File: src/rtl/serial_adder.sv
// serial_adder: multi-cycle adder/subtractor; BPC operand bits per clock through one full-adder slice.
// Latency: STEPS = WIDTH/BPC clocks from the accepting edge to the one-cycle done pulse.
// Backpressure: start is sampled only while busy=0; starts during RUN are dropped, never queued.
module serial_adder #(
   parameter int WIDTH = 8,
   parameter int BPC   = 1
) (
   input  logic             clk,
   input  logic             rst_n,
   input  logic             start,
   input  logic [WIDTH-1:0] A,
   input  logic [WIDTH-1:0] B,
   input  logic             Cin,
   input  logic             SUB,
   output logic             busy,
   output logic             done,
   output logic [WIDTH-1:0] S,
   output logic             C,
   output logic             OVF
);

   // Number of slice passes per operation; derived from WIDTH and BPC, not overridable.
   localparam int STEPS = WIDTH / BPC;
   localparam int CW    = (STEPS > 1) ? $clog2(STEPS) : 1;
   localparam logic [CW-1:0] LAST_STEP = CW'(STEPS - 1);

   // Reject illegal geometries at elaboration rather than producing a silently wrong adder.
   if (WIDTH < 2) begin : g_bad_width
      $error("serial_adder: WIDTH must be >= 2");
   end
   if ((BPC < 1) || (BPC > WIDTH) || ((WIDTH % BPC) != 0)) begin : g_bad_bpc
      $error("serial_adder: BPC must divide WIDTH");
   end

   typedef enum logic {
      ST_IDLE = 1'b0,
      ST_RUN  = 1'b1
   } state_t;

   state_t           r_state;
   state_t           w_state_nxt;
   logic             w_accept;
   logic             w_step;
   logic             w_last;

   logic [WIDTH-1:0] r_a;
   logic [WIDTH-1:0] r_b;
   logic [WIDTH-1:0] r_res;
   logic             r_carry;
   logic [CW-1:0]    r_cnt;
   logic [WIDTH-1:0] r_s;
   logic             r_c;
   logic             r_ovf;
   logic             r_done;

   logic [BPC-1:0]       w_slice;
   logic                 w_cout;
   logic                 w_c_msb;
   logic [WIDTH+BPC-1:0] w_cat;
   logic [WIDTH-1:0]     w_res_nxt;

   // State register.
   always_ff @(posedge clk or negedge rst_n) begin
      if (!rst_n) begin
         r_state <= ST_IDLE;
      end else begin
         r_state <= w_state_nxt;
      end
   end

   // Next-state and step control; the done cycle is already IDLE so a start there is accepted.
   always_comb begin
      w_state_nxt = r_state;
      w_accept    = 1'b0;
      w_step      = 1'b0;
      w_last      = 1'b0;
      case (r_state)
         ST_IDLE: begin
            if (start) begin
               w_accept    = 1'b1;
               w_state_nxt = ST_RUN;
            end
         end
         ST_RUN: begin
            w_step = 1'b1;
            if (r_cnt == LAST_STEP) begin
               w_last      = 1'b1;
               w_state_nxt = ST_IDLE;
            end
         end
         default: begin
            w_state_nxt = ST_IDLE;
         end
      endcase
   end

   // BPC-wide ripple slice; also exposes the carry entering the slice's top bit, which on the
   // final step is the carry into the operand MSB needed for signed overflow.
   always_comb begin
      logic l_c;
      l_c     = r_carry;
      w_c_msb = r_carry;
      w_slice = '0;
      for (int i = 0; i < BPC; i++) begin
         if (i == BPC - 1) begin
            w_c_msb = l_c;
         end
         w_slice[i] = r_a[i] ^ r_b[i] ^ l_c;
         l_c        = (r_a[i] & r_b[i]) | (l_c & (r_a[i] ^ r_b[i]));
      end
      w_cout = l_c;
   end

   // Sum bits enter the result shift register from the MSB side; written as a concat-and-slice
   // so BPC == WIDTH (single step) needs no special case.
   assign w_cat     = {w_slice, r_res};
   assign w_res_nxt = w_cat[WIDTH+BPC-1:BPC];

   // Operand/result shifting, carry and step counter; the visible result only updates on the last step.
   always_ff @(posedge clk or negedge rst_n) begin
      if (!rst_n) begin
         r_a     <= '0;
         r_b     <= '0;
         r_res   <= '0;
         r_carry <= 1'b0;
         r_cnt   <= '0;
         r_s     <= '0;
         r_c     <= 1'b0;
         r_ovf   <= 1'b0;
         r_done  <= 1'b0;
      end else begin
         r_done <= 1'b0;
         if (w_accept) begin
            // Subtract is A + ~B + 1, with borrow-in folding into the initial carry.
            r_a     <= A;
            r_b     <= B ^ {WIDTH{SUB}};
            r_carry <= Cin ^ SUB;
            r_cnt   <= '0;
         end else if (w_step) begin
            r_a     <= r_a >> BPC;
            r_b     <= r_b >> BPC;
            r_res   <= w_res_nxt;
            r_carry <= w_cout;
            r_cnt   <= r_cnt + 1'b1;
            if (w_last) begin
               r_s    <= w_res_nxt;
               r_c    <= w_cout;
               r_ovf  <= w_c_msb ^ w_cout;
               r_done <= 1'b1;
            end
         end
      end
   end

   assign busy = (r_state == ST_RUN);
   assign done = r_done;
   assign S    = r_s;
   assign C    = r_c;
   assign OVF  = r_ovf;

endmodule

File: config.mk
export PLATFORM = sky130hd
export DESIGN_NAME = serial_adder
export DESIGN_NICKNAME = d
export VERILOG_FILES = /design/src/rtl/serial_adder.sv
export SDC_FILE = /design/constraint.sdc
export NUM_CORES = 1
export LEC_CHECK = 0
export BUFFER_PORTS_ARGS = -buffer_cell sky130_fd_sc_hd__buf_2
export CORE_MARGIN = 2
export CORE_UTILIZATION = 45
export CTS_CLUSTER_DIAMETER = 40
export CTS_CLUSTER_SIZE = 8
export DETAILED_ROUTE_END_ITERATION = 16
export PLACE_DENSITY = 0.75
export SETUP_SLACK_MARGIN = 0.05
export SLEW_MARGIN = 15
export SYNTH_ARGS = -nofsm -noshare
export SYNTH_HDL_FRONTEND = slang
export SYNTH_SLANG_ARGS = --single-unit
File: constraint.sdc
create_clock -name clk -period 1.5 [get_ports clk]
set_clock_uncertainty 0.1 [all_clocks]
set_input_delay 0.375 -clock clk [delete_from_list [all_inputs] [get_ports clk]]
set_output_delay 0.375 -clock clk [all_outputs]
set_load 0.02 [all_outputs]
Word level (Yosys, flattened, before mapping):

Cells that the tools add are included.

* $add $sub $neg: 1
* equal/unequal tests: 1
* multiplexer cells: 18
* bitwise gates (word level): 10
* reduce and logical (&&, ||, !) cells: 3

Operator list (count)
* 2-to-1 mux 8 bit: 4
* 2-to-1 mux 1 bit: 11
* XOR 8 bit: 1
* 2-to-1 mux 3 bit: 2
* XOR 1 bit: 4
* adder 3 x 1 -> 3 bit, second input constant: 1
* == test 3 bit, second input constant: 1
* AND reduction 3 bit: 1
* AND 1 bit: 2
* inverter 1 bit: 2
* one-hot mux 1 bit (2 select lines): 1
* AND reduction 2 bit: 1
* nonzero test 2 bit: 1
* OR 1 bit: 1

* register bits after elaboration: 40
* input bits: 21
* output and inout port bits: 12
* logic and storage cells: 43

Depth between registers and ports, before layout:

Gate-level depths: netlist of the first run.

* depth after elaboration: 6
* mapped depth: 5
* gate-level depth less buffers: 4

Worst setup path after synthesis of the first run:

OpenSTA, ideal clock, no wires.

* kind: reg2reg
* start point: reg r_cnt[0]
* end point: reg r_c, in the netlist C
* setup time: 125 ps
* arrival: 1287 ps
* data required time: 1275 ps
* path slack: -12 ps
* cell stages (with the launch flop): 6
* path buffers: 1
* period minus slack after synthesis: 1512 ps
* cell sequence: dfrtp_1 > ha_1 > ha_1 > nand2_1 > buf_6 > mux2_4

* longest elaborated chain between the ends: 4

RTL lines
* start, declared: line 50 `logic [CW-1:0] r_cnt;`
* start signal, assigned: line 144 `r_cnt <= r_cnt + 1'b1;`
* == test 3 bit: line 86 `if (r_cnt == LAST_STEP) begin`
* 2-to-1 mux 1 bit: line 86
* 2-to-1 mux 1 bit: line 77 `case (r_state)`
* AND reduction 3 bit (no source line)
* end signal, assigned: line 147 `r_c <= w_cout;`
* end, declared: line 52 `logic r_c;`

No other way between the ends.
A chain may end at the register's enable or synchronous reset.

Worst setup path in the final report of the first run:

* start point: reg r_cnt[1]
* end point: reg r_ovf, in the netlist OVF

* longest elaborated chain between the ends: 4

RTL lines
* == test 3 bit: line 86
* 2-to-1 mux 1 bit: line 86
* 2-to-1 mux 1 bit: line 77
* AND reduction 3 bit (no source line)
* end signal, assigned: line 148 `r_ovf <= w_c_msb ^ w_cout;`
* end, declared: line 53 `logic r_ovf;`

No other way between the ends.

==> results.py, run 1 <==
metrics = {
    "timing": {
        "slew_violations": 0,
        "setup_viol": 0,
        "tightest_slew_ps": 364,
        "finalCritPeriodShare": 0.990,
        "max-slew-margin-rel": 0.757,
        "holdWs_ps": 233,
        "period_minus_slack_ps": 1490,
        "finalSetupTns_ps": 0,
        "clock.fmax_mhz": 673,
        "grt_setup_unrepaired": "true",
        "hold_viol": 0,
    },
    "critical_path": {
        "arrival_ps": 1560,
        "cp_max_fo": 10,
        "reg2reg_depth": 5,
        "criticalPathCategory": "register to register",
        "rr_endpoint": "OVF",
        "worstPathRequired_ps": 1580,
        "crit_slowest_cell": "dfrtp_1",
        "path_cells": "ha_2, ha_4, nand2_4, buf_12, mux2_4",
        "start_kind": "register",
        "cp-end-kind": "register",
        "worst_path_largest_cell_delay_ps": 390,
        "r2r_start": "r_cnt[1]",
        "rrSetupSlack_ps": 10,
    },
    "final_layout": {
        "multi_input_area_um2": 754,
        "register_area_um2": 977,
        "fillers": 305,
        "antennaDiodeCount": 0,
        "finish.utilization": 0.617,
        "syn_to_final_growth_pct": 29.9,
        "final_nets": 205,
        "final_cell_area_um2": 2280,
        "layout-drive-gt1-share": 0.451,
    },
    "power": {
        "power.density_nw_per_um2": 2000,
        "leakagePower_nw": 1.12,
        "vdd_drop_max_mv": 0.847,
        "power_mw": 4.55,
    },
    "detailed_routing": {
        "drt_first_pass_iters": 4,
        "vias_per_cell": 5.00,
        "wl_per_cell_um": 13.7,
        "drc": 0,
        "wl_mm": 3.15,
        "drtAntennaViolNets": 0,
        "via_count": 1151,
        "drtIter0Drc": 23,
    },
    "clock_network": {
        "cts_htree_levels": 2,
        "clock_latency_ps": 290,
        "cts_tree": "done",
        "clk_path_buf_depth": 2,
        "clkTransAtPathRegs_ps": 70,
        "cts.sinks": 39,
        "clock-root-buffer": "clkbuf_8",
        "cts_made_buffers": 5,
    },
    "synthesis": {
        "synth_most_common_cell": "dfrtp_1",
        "async_flop_share": 1.00,
        "ys_warn_count": 0,
        "synth_nets": 158,
        "synthFlopType": "dfrtp_1",
        "synthTopCellsByArea": "dfrtp_1, mux2_4, mux2_2",
        "synth_seq_cells": 39,
        "synth-edff-count": 0,
        "yosys.area.top_type_share": 0.557,
        "synth_commonest_cells": "dfrtp_1, nand2_1, mux2_4, o21ai_0",
        "synth_cells": 134,
        "ys_types": 24,
        "syn_avg_cell_area_um2": 13.1,
        "ys_seq_area_frac": 0.557,
        "netlist_area_um2": 1750,
        "synth_top_area_cell": "dfrtp_1",
    },
    "hold_path": {
        "hold_start": "A[7]",
        "holdPathStages": 3,
        "worstHoldPathType": "input pin to register",
        "min_to": "r_a[7]",
    },
    "placed_design": {
        "io_buffers": 32,
        "placed_area_um2": 2020,
        "dp_hpwl_mm": 2.17,
        "place_congestion": 0.730,
    },
    "grt": {
        "grt_max_degree": 26,
        "antenna_found_initial": 0,
        "grt_pass1_wl_mm": 5.13,
        "grt_pass1_vias": 1136,
        "grt_overflow": 0,
        "grtUsageTotal": 0.160,
    },
    "floorplanning": {
        "core_area_um2": 3690,
        "std_cell_rows": 22,
        "ios": 33,
        "initial_core_util": 0.475,
        "dieHeight_um": 66.4,
        "die_w_um": 66.4,
        "dieArea_um2": 4410,
    },
    "outcome": {
        "status": "finished, final reports clean",
    },
    "run": {
        "max-cap-violations": 0,
    },
}
## report_power, final
part           internal [mW]  total [mW]  leakage [nW]  switching, mW
logic                   1.08        1.87         0.574          0.794
registers               1.52        1.80         0.483          0.280
clock network          0.538       0.883        0.0612          0.345
total                   3.13        4.55          1.12           1.42
## through the flow
step | setup slack, ps | cells
6_report | 14.6 | 230
4_1_cts | 14.9 | 228
3_5_place_dp | -4.95 | 213
5_1_grt | -21.7 | 230
2_1_floorplan | 52.8 | 134
3_3_place_gp | 40.4 | 213
## critical path, delay by kind of cell (launching register included)
| kind | cells | cell delay [ps] |
|---|---|---|
| multiplexers | 1 | 300 |
| AND/OR/NAND/NOR | 1 | 80 |
| buffers and inverters | 1 | 140 |
| adder cells (fa/ha/maj) | 2 | 360 |
| flip-flops | 1 | 390 |
## how the worst max path moves through the flow
stage            to      from  cells past startpoint  slack (ps)
6_report        OVF  r_cnt[1]                      5          10
3_5_place_dp    OVF  r_cnt[1]                      5          -5
2_1_floorplan     C  r_cnt[1]                      5          50
3_3_place_gp   S[6]  r_cnt[1]                      5          40
4_1_cts         OVF    r_a[0]                      3          10
5_1_grt        S[6]  r_cnt[1]                      5         -20
## layout make-up
class / instances / share of cell area
clock inverter: 2 / 0.0154
sequential: 39 / 0.429
timing repair buffer: 48 / 0.158
multi-input combinational: 85 / 0.332
tap: 48 / 0.0264
inverter: 2 / 0.00330
clock buffer: 6 / 0.0363
## sequential cells by signal, indices dropped and copies added (netlist names)
name / flops
C: 1
busy: 1
done: 1
OVF: 1
r_cnt: 3
r_a: 8
r_carry: 1
S: 8
r_res: 7
r_b: 8
## logic make-up after synthesis
kind of cell             synth area share
buffers and inverters              0.0321
AND/OR/NAND/NOR                    0.0822
multiplexers                        0.174
XOR/XNOR                           0.0500
flip-flops                          0.557
AO/OA/AOI/OAI                      0.0786
adder cells (fa/ha/maj)            0.0257
## per-layer routing
| metal | part of all wire | wire [µm] | vias up | global-route usage |
|---|---|---|---|---|
| li1 | - | - | 560 | - |
| met5 | 0 | 0 | - | 0 |
| met1 | 0.42 | 1320 | 555 | 0.187 |
| met3 | 0.059 | 187 | 5 | 0.0630 |
| met4 | 0.011 | 34 | 0 | 0.0459 |
| met2 | 0.51 | 1610 | 31 | 0.271 |
## placed cells by master (no fill, tap or decap), drive strengths merged
cell type,n
clkbuf,6
nor2,3
nor2b,1
buf,46
and2,3
clkinv,1
mux2i,8
o211ai,5
ha,2
nand2b,1
xor2,4
nand2,13
fa,1
dfrtp,39
a211oi,1
a22o,2
bufinv,1
xnor2,6
inv,2
or3b,6
dlygate4sd3,1
mux2,17
bufbuf,1
o21ai,9
a221o,3
## repair_timing
action                     in CTS  in global routing
hold buffers                    1                  0
setup endpoints to repair      11                 16
pin swaps                       1                  5
setup buffers                   5                  2
resized for setup               6                  5
hold endpoints to repair       14                  0
gates cloned                    1                  0
(Power assumes the default switching activity.)
==> run 2, diff against run 1 <==
Settings changed: ABC_AREA from default to 1, GPL_TIMING_DRIVEN from default to 0.
==> results.py, run 2 <==
metrics = {
    "detailed_routing": {
        "vias_per_cell": 4.48,
        "via_count": 1406,
        "wl_mm": 3.30,
        "wl_met3_um": 164,
        "drt_first_pass_iters": 4,
        "drtAntennaViolNets": 0,
        "met2WireLength_mm": 1.55,
        "top_layer": "met4",
        "wl_per_cell_um": 10.5,
        "drtIter0Drc": 99,
        "drt-met1-wl_mm": 1.52,
        "drc": 0,
    },
    "critical_path": {
        "path_cells": "ha_1, ha_1, nand2_4, clkbuf_16, o21ai_2",
        "worstPathRequired_ps": 1590,
        "critPathTopFamily": "adder cells",
        "rr_endpoint": "S[0]",
        "criticalPathCategory": "register to register",
        "rrSetupSlack_ps": 140,
        "reg2reg_depth": 5,
        "crit_slowest_cell": "dfrtp_1",
        "worst_path_largest_cell_delay_ps": 390,
        "start_kind": "register",
        "r2r_start": "r_cnt[0]",
        "arrival_ps": 1450,
        "worst_path_most_repeated_cell": "ha_1",
        "worst-path-buf-inv": 1,
        "timing.critical_path.from": "r_cnt[0]",
        "cp.depth": 5,
        "cp_max_fo": 8,
        "cp-end-kind": "register",
    },
    "clock_network": {
        "cts_hold_buf": 0,
        "clk_path_buf_depth": 2,
        "clock_latency_ps": 290,
        "clock-root-buffer": "clkbuf_8",
        "cts_tree": "done",
        "cts.sinks": 39,
        "cts_made_buffers": 5,
        "cts_htree_levels": 2,
        "clkTransAtPathRegs_ps": 70,
    },
    "timing": {
        "max-slew-margin-rel": 0.439,
        "finalSetupTns_ps": 0,
        "worst_slack_ps": 136,
        "setup_viol": 0,
        "tightest_slew_ps": 841,
        "hold_viol": 0,
        "period_minus_slack_ps": 1360,
        "holdWs_ps": 84.2,
        "slew_violations": 0,
        "grt_setup_unrepaired": "false",
        "clock.fmax_mhz": 733,
        "finalCritPeriodShare": 0.909,
    },
    "final_layout": {
        "final_cell_mix": "nand2_1, dfrtp_1, buf_2",
        "syn_to_final_growth_pct": 20.3,
        "layout_commonest_cell": "nand2_1",
        "final_cell_area_um2": 2230,
        "antennaDiodeCount": 0,
        "finish.utilization": 0.559,
        "fin_cells": 314,
        "final_nets": 288,
        "layout-drive-gt1-share": 0.242,
        "fillers": 372,
    },
    "power": {
        "combPwrFrac": 0.392,
        "leakagePower_nw": 1.31,
        "power.share.sequential": 0.407,
        "power_switching_mw": 1.51,
        "clkPwrFrac": 0.201,
        "power.density_nw_per_um2": 1840,
        "internal-power_mw": 2.61,
        "power_mw": 4.11,
        "vdd_drop_max_mv": 0.548,
        "p_sw_frac": 0.366,
    },
    "grt": {
        "grt_pass1_wl_mm": 5.69,
        "grt_max_degree": 40,
        "grtUsageTotal": 0.169,
        "grt_pass1_vias": 1348,
        "antenna_found_initial": 0,
        "grt_overflow": 0,
    },
    "synthesis": {
        "post_synth_and_or_nand_nor_area_fraction": 0.263,
        "netlist_area_um2": 1860,
        "syn_avg_cell_area_um2": 8.37,
        "synth_cells": 222,
        "synth_mux_area_frac": 0,
        "synthFlopType": "dfrtp_1",
        "synth_seq_cells": 39,
        "synth_top_area_cell": "dfrtp_1",
        "synth_commonest_cells": "nand2_1, dfrtp_1, inv_1",
        "synth-edff-count": 0,
        "synth_top_family_by_area": "simple AND/OR/NAND/NOR gates",
        "async_flop_share": 1.00,
        "synth_most_common_cell": "nand2_1",
        "synth_compound_area_frac": 0.0808,
        "yosys.area.top_type_share": 0.525,
        "synth-xor-area-share": 0,
        "ys_types": 18,
        "synth-adder-area-share": 0.0242,
        "synthTopCellsByArea": "dfrtp_1, nand2_1, inv_1",
        "ys_seq_area_frac": 0.525,
        "synth_nets": 246,
        "ys_warn_count": 0,
    },
    "placed_design": {
        "dp_hpwl_mm": 2.34,
        "io_buffers": 31,
        "placed_area_um2": 2080,
        "place_ws_ps": 94.6,
        "dp.cells": 303,
        "place_congestion": 0.737,
    },
    "floorplanning": {
        "ios": 33,
        "dieArea_um2": 4660,
        "initial_core_util": 0.464,
        "die_w_um": 68.3,
        "core_area_um2": 4000,
        "std_cell_rows": 23,
        "dieHeight_um": 68.3,
    },
    "run": {
        "max-cap-violations": 0,
    },
    "hold_path": {
        "worstHoldPathType": "input pin to async pin",
    },
    "outcome": {
        "status": "finished, final reports clean",
    },
}
-- run 2: logic make-up after synthesis --
family,count (synthesis)
compound gates,24
buf+inv,39
simple gates,117
flops,39
fa+ha+maj,3
-- run 2: worst max-delay path by stage --
stage          slack (ps)    to
6_report              140  S[0]
5_1_grt                50   OVF
4_1_cts                80   OVF
3_5_place_dp           90   OVF
3_3_place_gp          120   OVF
2_1_floorplan         200   OVF
-- run 2: area by class of cell --
type                    instances  area [µm²]  share of cell area
plain buffers                   9        95.1              0.0426
clock buffers                   6        72.6              0.0325
clock inverters                 1        30.0              0.0134
inverters                      30         113              0.0504
multi-input cells             144         683               0.306
flip-flops and latches         39         976               0.437
well taps                      50        62.6              0.0280
repair buffers                 35         203              0.0907
-- run 2: power groups by stage --
| stage | combinational, mW | clock [mW] | sequential [mW] |
|---|---|---|---|
| finish | 1.61 | 0.829 | 1.67 |
| global route | 1.87 | 0.900 | 1.73 |
| CTS | 1.56 | 0.856 | 1.68 |
| detailed placement | 1.55 | 0 | 1.70 |
| global placement | 1.50 | 0 | 1.68 |
| floorplan | 1.02 | 0 | 1.81 |
-- run 2: repair_timing --
action	4_1_cts	5_1_grt
resized for setup	0	3
setup endpoints to repair	0	10
setup buffers	0	3
-- run 2: per-layer routing --
| layer | vias up | GRT usage |
|---|---|---|
| met3 | 5 | 0.0543 |
| met1 | 616 | 0.201 |
| met5 | - | 0 |
| met2 | 33 | 0.279 |
| li1 | 752 | - |
| met4 | 0 | 0.0750 |
==> run 3, diff against run 2 <==
Settings changed: MAX_ROUTING_LAYER from default to met4.
==> results.py, run 3 (same netlist as run 2, synthesis figures left out) <==
metrics = {
    "final_layout": {
        "layout-drive-gt1-share": 0.242,
        "antennaDiodeCount": 0,
        "final_cell_mix": "nand2_1, dfrtp_1, buf_2",
        "final_nets": 288,
        "layout_commonest_cell": "nand2_1",
        "final_cell_area_um2": 2230,
        "syn_to_final_growth_pct": 20.3,
    },
    "clock_network": {
        "clock-root-buffer": "clkbuf_8",
        "clkTransAtPathRegs_ps": 70,
        "clk_path_buf_depth": 2,
        "clock_latency_ps": 290,
        "cts_made_buffers": 5,
        "cts_htree_levels": 2,
        "cts.sinks": 39,
        "cts_tree": "done",
    },
    "detailed_routing": {
        "drtAntennaViolNets": 0,
        "via_count": 1410,
        "drt_first_pass_iters": 4,
        "wl_mm": 3.31,
        "drc": 0,
        "drtIter0Drc": 111,
        "vias_per_cell": 4.49,
        "wl_per_cell_um": 10.5,
    },
    "critical_path": {
        "crit_slowest_cell": "dfrtp_1",
        "cp.depth": 5,
        "rrSetupSlack_ps": 140,
        "timing.critical_path.from": "r_cnt[0]",
        "crit_end": "S[0]",
        "worst_path_largest_cell_delay_ps": 390,
        "rr_endpoint": "S[0]",
        "path_cells": "ha_1, ha_1, nand2_4, clkbuf_16, o21ai_2",
        "worst-path-buf-inv": 1,
        "critPathTopFamily": "adder cells",
        "worst_path_most_repeated_cell": "ha_1",
        "r2r_start": "r_cnt[0]",
        "cp-end-kind": "register",
        "arrival_ps": 1450,
        "start_kind": "register",
        "criticalPathCategory": "register to register",
        "worstPathRequired_ps": 1590,
        "reg2reg_depth": 5,
        "cp_max_fo": 8,
    },
    "timing": {
        "finalCritPeriodShare": 0.909,
        "period_minus_slack_ps": 1360,
        "clock.fmax_mhz": 733,
        "setup_viol": 0,
        "max-slew-margin-rel": 0.439,
        "grt_setup_unrepaired": "false",
        "worst_slack_ps": 136,
        "slew_violations": 0,
        "tightest_slew_ps": 841,
        "hold_viol": 0,
        "finalSetupTns_ps": 0,
    },
    "floorplanning": {
        "dieHeight_um": 68.3,
        "initial_core_util": 0.464,
        "ios": 33,
        "dieArea_um2": 4660,
        "core_area_um2": 4000,
        "die_w_um": 68.3,
        "std_cell_rows": 23,
    },
    "placed_design": {
        "placed_area_um2": 2080,
        "place_congestion": 0.746,
        "place_ws_ps": 94.6,
        "io_buffers": 31,
        "dp_hpwl_mm": 2.34,
    },
    "hold_path": {
        "worstHoldPathType": "input pin to async pin",
    },
    "grt": {
        "grt_pass1_vias": 1352,
        "grt_overflow": 0,
        "grt_pass1_wl_mm": 5.69,
        "grt_max_degree": 40,
        "antenna_found_initial": 0,
        "grtUsageTotal": 0.174,
    },
    "run": {
        "max-cap-violations": 0,
    },
    "power": {
        "power.density_nw_per_um2": 1840,
        "vdd_drop_max_mv": 0.548,
        "leakagePower_nw": 1.31,
    },
    "outcome": {
        "status": "finished, final reports clean",
    },
}
==> run 3: cell counts in the layout (fill, tap and decap cells not counted) <==
Identical to the previous run, type by type.
==> run 3: cell type report <==
class                      instances  area, µm²
inverter                          30        113
multi-input combinational        144        683
timing repair buffer              35        203
clock inverter                     1       30.0
clock buffer                       6       72.6
fill                             372       1770
sequential                        39        976
tap                               50       62.6
buffer                             9       95.1
==> run 3: power by group <==
group          internal (mW)  switching, mW  total [mW]
Combinational          0.659          0.955        1.61
Clock                  0.487          0.345       0.832
Sequential              1.46          0.212        1.67
==> run 3: worst min path at each step <==
stage	startpoint	to	slack (ps)	cells past startpoint
final	rst_n	done	80	1
after detailed placement	r_b[4]	r_b[4]	370	2
after CTS	rst_n	S[0]	110	1
after global placement	r_cnt[1]	r_cnt[1]	360	2
after floorplan	rst_n	C	-20	0
after global routing	rst_n	r_res[2]	170	1
==> run 3: stage by stage <==
step | hold WS (ps) | power [mW] | instances | utilization
after floorplan | -20.6 | 2.83 | 222 | -
after detailed placement | 367 | 3.25 | 303 | 0.519
after global routing | 169 | 4.50 | 314 | 0.559
final | 83.8 | 4.12 | 314 | 0.559
after CTS | 110 | 4.09 | 310 | 0.545
after global placement | 360 | 3.18 | 303 | 0.519
==> run 3: what timing repair did <==
| action | 4_1_cts | 5_1_grt |
|---|---|---|
| hold buffers | 0 | 0 |
| buffers inserted | 0 | 3 |
| resized for setup | 0 | 3 |
| setup endpoints to repair | 0 | 10 |
| endpoints found under the hold margin | 0 | 0 |
==> run 3: routing by layer <==
metal	GRT usage	part of all wire	up-vias
li1	-	-	752
met5	-	0	-
met4	0.0750	0.018	0
met1	0.201	0.46	619
met3	0.0543	0.053	6
met2	0.279	0.47	33
